`config.mk`:
```
export PLATFORM = sky130hd
export DESIGN_NAME = pipe_skid_reg
export DESIGN_NICKNAME = d
export VERILOG_FILES = /design/src/rtl/pipe_skid_reg_pkg.sv /design/src/rtl/pipe_skid_reg_data_reg_en.sv /design/src/rtl/pipe_skid_reg.sv
export SDC_FILE = /design/constraint.sdc
export NUM_CORES = 1
export LEC_CHECK = 0
export BUFFER_PORTS_ARGS = -buffer_cell sky130_fd_sc_hd__buf_2
export CAP_MARGIN = 0
export CORE_UTILIZATION = 30
export CTS_CLUSTER_SIZE = 24
export DETAILED_ROUTE_END_ITERATION = 8
export PLACE_DENSITY = 0.48
export RECOVER_POWER = 25
export SLEW_MARGIN = 20
export SYNTH_ARGS = -nofsm -noshare
export SYNTH_HDL_FRONTEND = slang
export SYNTH_HIERARCHICAL = 1
export SYNTH_SLANG_ARGS = --single-unit
```
`constraint.sdc`:
```
create_clock -name clk -period 1.9 [get_ports clk]
set_clock_uncertainty 0.2 [all_clocks]
set_input_delay 0.095 -clock clk [delete_from_list [all_inputs] [get_ports clk]]
set_output_delay 0.095 -clock clk [all_outputs]
set_load 0.01 [all_outputs]
```
`src/rtl/pipe_skid_reg_pkg.sv`:
```
// pipe_skid_reg_pkg: shared pipeline types, NOP encoding and per-stage payload widths
package pipe_skid_reg_pkg;
  typedef enum logic [1:0] {EMPTY = 2'd0, ONE = 2'd1, TWO = 2'd2} state_t;
  localparam logic [31:0] NOP_INSTR = 32'h0000_0013;
  // Payload widths of the inter-stage structs, passed as WIDTH when instantiating
  localparam int IF_ID_W  = 64;
  localparam int ID_EX_W  = 151;
  localparam int EX_MEM_W = 106;
  localparam int MEM_WB_W = 71;
endpackage

```
`src/rtl/pipe_skid_reg_data_reg_en.sv`:
```
// data_reg_en: load-enable register with sync reset and sync clear to RESET_VAL
module data_reg_en #(
  parameter int WIDTH = 32,
  parameter logic [WIDTH-1:0] RESET_VAL = '0
) (
  input  logic             clk,
  input  logic             reset,
  input  logic             clear,
  input  logic             en,
  input  logic [WIDTH-1:0] d,
  output logic [WIDTH-1:0] q
);
  always_ff @(posedge clk)
    if (reset || clear) q <= RESET_VAL;
    else if (en) q <= d;
endmodule

```
`src/rtl/pipe_skid_reg.sv`:
```
// pipe_skid_reg: valid/ready pipeline register with two-entry skid buffer, flush and output bubble
module pipe_skid_reg
  import pipe_skid_reg_pkg::*;
#(
  parameter int WIDTH = 32,
  parameter logic [31:0] BUBBLE = NOP_INSTR,
  parameter logic [WIDTH-1:0] RESET_VAL = '0
) (
  input  logic             clk,
  input  logic             reset,
  input  logic             flush,
  input  logic             in_valid,
  input  logic [WIDTH-1:0] in_data,
  output logic             in_ready,
  output logic             out_valid,
  output logic [WIDTH-1:0] out_data,
  input  logic             out_ready,
  output logic [1:0]       occupancy
);
  localparam logic [WIDTH-1:0] BUBBLE_W = WIDTH'(BUBBLE);
  state_t state, state_n;
  logic in_fire, out_fire, main_en, skid_en;
  logic [WIDTH-1:0] main_q, skid_q;
  assign in_fire  = in_valid & in_ready;
  assign out_fire = out_valid & out_ready;
  // Skid only fills when main is stalled; main refills from skid before taking new input
  assign main_en = (state == EMPTY && in_fire) || (state == ONE && in_fire && out_fire) ||
                   (state == TWO && out_fire);
  assign skid_en = state == ONE && in_fire && !out_fire;
  data_reg_en #(.WIDTH(WIDTH), .RESET_VAL(RESET_VAL)) u_main (
    .clk(clk), .reset(reset), .clear(flush), .en(main_en),
    .d(state == TWO ? skid_q : in_data), .q(main_q)
  );
  data_reg_en #(.WIDTH(WIDTH), .RESET_VAL(RESET_VAL)) u_skid (
    .clk(clk), .reset(reset), .clear(flush), .en(skid_en),
    .d(in_data), .q(skid_q)
  );
  always_ff @(posedge clk)
    if (reset) state <= EMPTY;
    else state <= state_n;
  always_comb begin
    state_n = flush ? EMPTY :
              state == EMPTY ? (in_fire ? ONE : EMPTY) :
              state == ONE ? ((in_fire && !out_fire) ? TWO : (!in_fire && out_fire) ? EMPTY : ONE) :
              (out_fire ? ONE : TWO);
  end
  always_comb begin
    in_ready  = state != TWO;
    out_valid = state != EMPTY;
    out_data  = out_valid ? main_q : BUBBLE_W;
    occupancy = state;
  end
endmodule
```
==> results.md <==
- Post-Synthesis Cells: 298
- Critical Path Max Stage Delay: 0.53 ns
- CTS buffer count: 9
- Max-cap viol count: 0
- Logic gate share of total power: 12.8%
- CTS clock-pin slew for the worst setup and hold paths: 0.07 ns
- Finish-stage setup viols: 0
- DR WL/cell: 12.66 um
- Port Buffers: 72
- Worst reg-to-reg path cell count: 4
- Total GRT Usage: 14.22%
- Crit path DAT: 1.80 ns
- Sw Ratio: 22.90%
- DRC: 0
- Antenna diode count: 0
- Finished Core Util: 42.00%
- Vias: 2359
- P&R area growth vs syn: 34.92%
- Normalized max-slew margin: 72.03%
- Ys async rst share: 0%
- Initial antenna violation count: 0
- Clk_lat worst skew: 0.33 ns
- CP Capture Type: flop
- Post-CTS Setup Inserts: 0
- Unique cell type count in the Yosys netlist: 21
- Fmax: 562.6 MHz
- CTS tree: yes
- Syn_nets: 335
- Leakage: 1.716 nW
- Die area: 10600 um2
- CP max stage cell: dlygate4sd3_1
- Synthesized cell area: 3057 um2
- Die Span Y: 102.9 um
- PD cells: 719.0 nW/um2
- Core Region: 9819 um2
- DRT iter0 DRCs: 41
- Worst Path Required: 1.92 ns
- Hold Slack: 0.2847 ns
- Final worst setup slack: 0.1224 ns
- Switching pwr: 0.6789 mW
- Boundary pin count: 73
- Worst-path cell chain: dlygate4sd3_1 -> clkbuf_2 -> and4bb_2 -> buf_4 -> mux2i_1 -> nor2_1
- Internal cell power: 2.286 mW
- Post-synth EDFFs: 0
- Pin count of the biggest net entering global routing: 25
- DR pass1 iterations: 4
- Share of cells above drive strength 1: 34.22%
- Hold WC Path Type: flop to flop
- Final Cycle Share: 93.56%
- Hpwl dp: 4.478 mm
- Worst Tran Pin Value: 0.4195 ns
- First-pass GRT wire length: 11.30 mm
- Min-Delay Path Depth: 2
- Post-DRT Antenna Nets: 0
- Period minus WS final: 1.778 ns
- Die extent in x: 102.9 um
- Total Power: 2.965 mW
- WS Path Type: input port to flop
- Clk sinks: 66
- Worst-path maximum fanout: 22
- TNS Setup: 0 ns
- H-tree depth: 3
- Sequential area share after synthesis: 43.23%
- Routed WL: 6.898 mm
- Final nets: 446
- Final Max Tran Viols: 0
- Global route overflow: 0
- GP Congestion: 0.6926
- Initial core utilization: 31.13%
- Final count of hold timing violations: 0
- RSZ-0062 raised after global routing: false
- Worst vdd ir: 283.5 uV
- Core Rows: 36
- Syn Area/Cell: 10.26 um2
- Root Driver: clkbuf_8
- Yosys warns: 6
- Top_reg_cell synth: dfxtp_1
- CP startpoint kind: input port
- Clock power share: 38.9%
- Drt via density: 4.328
- Yosys reg bits: 66
- FILL cells: 995
- Clock Tree Buf Depth: 2
- Outcome: finished clean
- Pre-CTS setup slack: 0.1810 ns
- Vias in the first global route: 2325
- Reg power frac: 48.3%
registers in the layout (all words and copies together) (netlist names):
signal and count:
occupancy 2, u_skid/q 32, u_main/q 32
cell type report:
type | count | area [um2] | area share [%]
Clock buffer | 11 | 151.4 | 3.671
Clock inverter | 3 | 40.04 | 0.9709
Inverter | 2 | 7.507 | 0.1820
Multi-Input combinational cell | 206 | 1564 | 37.92
Sequential cell | 66 | 1323 | 32.07
Tap cell | 133 | 166.4 | 4.035
Timing Repair Buffer | 124 | 872.1 | 21.15
critical path: cells and delay by family:
family	cells	cell delay [ns]
buffers and inverters	3	1.06
muxes	1	0.25
and+or+nand+nor	2	0.37
synthesized netlist by cell type (all sizes together), types with 2 or more instances:
cell type  instances  area [um2]
inv                2       7.510
nor2b             30       187.7
or2                5       31.28
buf               19       163.9
o21ai              2       10.01
nor2              65       244.0
mux2i             65       650.6
dfxtp             66        1321
mux2              32       360.4
clkbuf             5       21.27
layer usage:
| metal | GRT usage (%) | wire length (um) | share of wire [%] |
|---|---|---|---|
| met1 | 17.23 | 3328 | 48 |
| met2 | 24.31 | 3203 | 46 |
| met3 | 4.203 | 289 | 4.2 |
| met4 | 4.225 | 77 | 1.1 |
| met5 | 0 | 0 | 0 |
cells in the final DEF, fill, tap and decap left out:
cell type	Yosys	routed
inv_1	2	2
a21oi_1	1	1
dlygate4sd3_1	0	38
a311oi_1	1	1
or4b_1	1	1
clkbuf_2	2	2
nor2_2	0	1
clkinv_2	0	2
and4bb_2	1	1
nor4_1	1	1
dfxtp_2	0	1
clkbuf_8	0	11
or2_2	3	3
mux2_2	32	32
buf_4	10	10
nor2b_1	30	29
o21ai_4	0	1
buf_2	2	71
or3b_2	1	1
nor2_1	65	64
buf_12	0	2
o21ai_0	2	1
buf_6	7	1
or2_1	2	2
mux2i_1	65	65
dfxtp_1	66	65
nor2b_4	0	1
nand3b_1	1	1
bufinv_16	0	1
stage by stage:
stage	area (um2)	std cells
4_1_cts	4134	545
2_1_floorplan	3057	298
6_report	4124	545
5_1_grt	4124	545
3_5_place_dp	3562	493
3_3_place_gp	3562	493
cells by family after synthesis:
family	after synthesis	synth area share, %
buffers and inverters	26	6.304
AND/OR/NAND/NOR	105	16.62
flip-flops	66	43.23
AO/OA/AOI/OAI	4	0.7776
multiplexers	97	33.07
power groups by stage:
stage / clock network, mW / registers [mW] / logic [mW]
global placement: 0 / 1.46 / 0.325
finish: 1.15 / 1.43 / 0.380
global route: 1.27 / 1.43 / 0.420
detailed placement: 0 / 1.46 / 0.328
floorplan: 0 / 1.46 / 0.221
CTS: 1.21 / 1.43 / 0.388
timing repair:
action,in CTS,in global routing
endpoints found under the hold margin,66,0
setup endpoints to repair,0,7
hold buffers,38,0
resized for setup,0,2
path summary, 6_finish.rpt:
| check | slack [ns] | end | start |
|---|---|---|---|
| setup / recovery | 0.12 | u_skid/q[16] | out_ready |
| hold / removal | 0.28 | u_main/q[17] | u_main/q[17] |
| setup reg to reg | 0.16 | occupancy[0] | occupancy[1] |
| hold reg to reg | 0.28 | u_main/q[17] | u_main/q[17] |
Note: power is estimated with default switching activity, not from simulation.
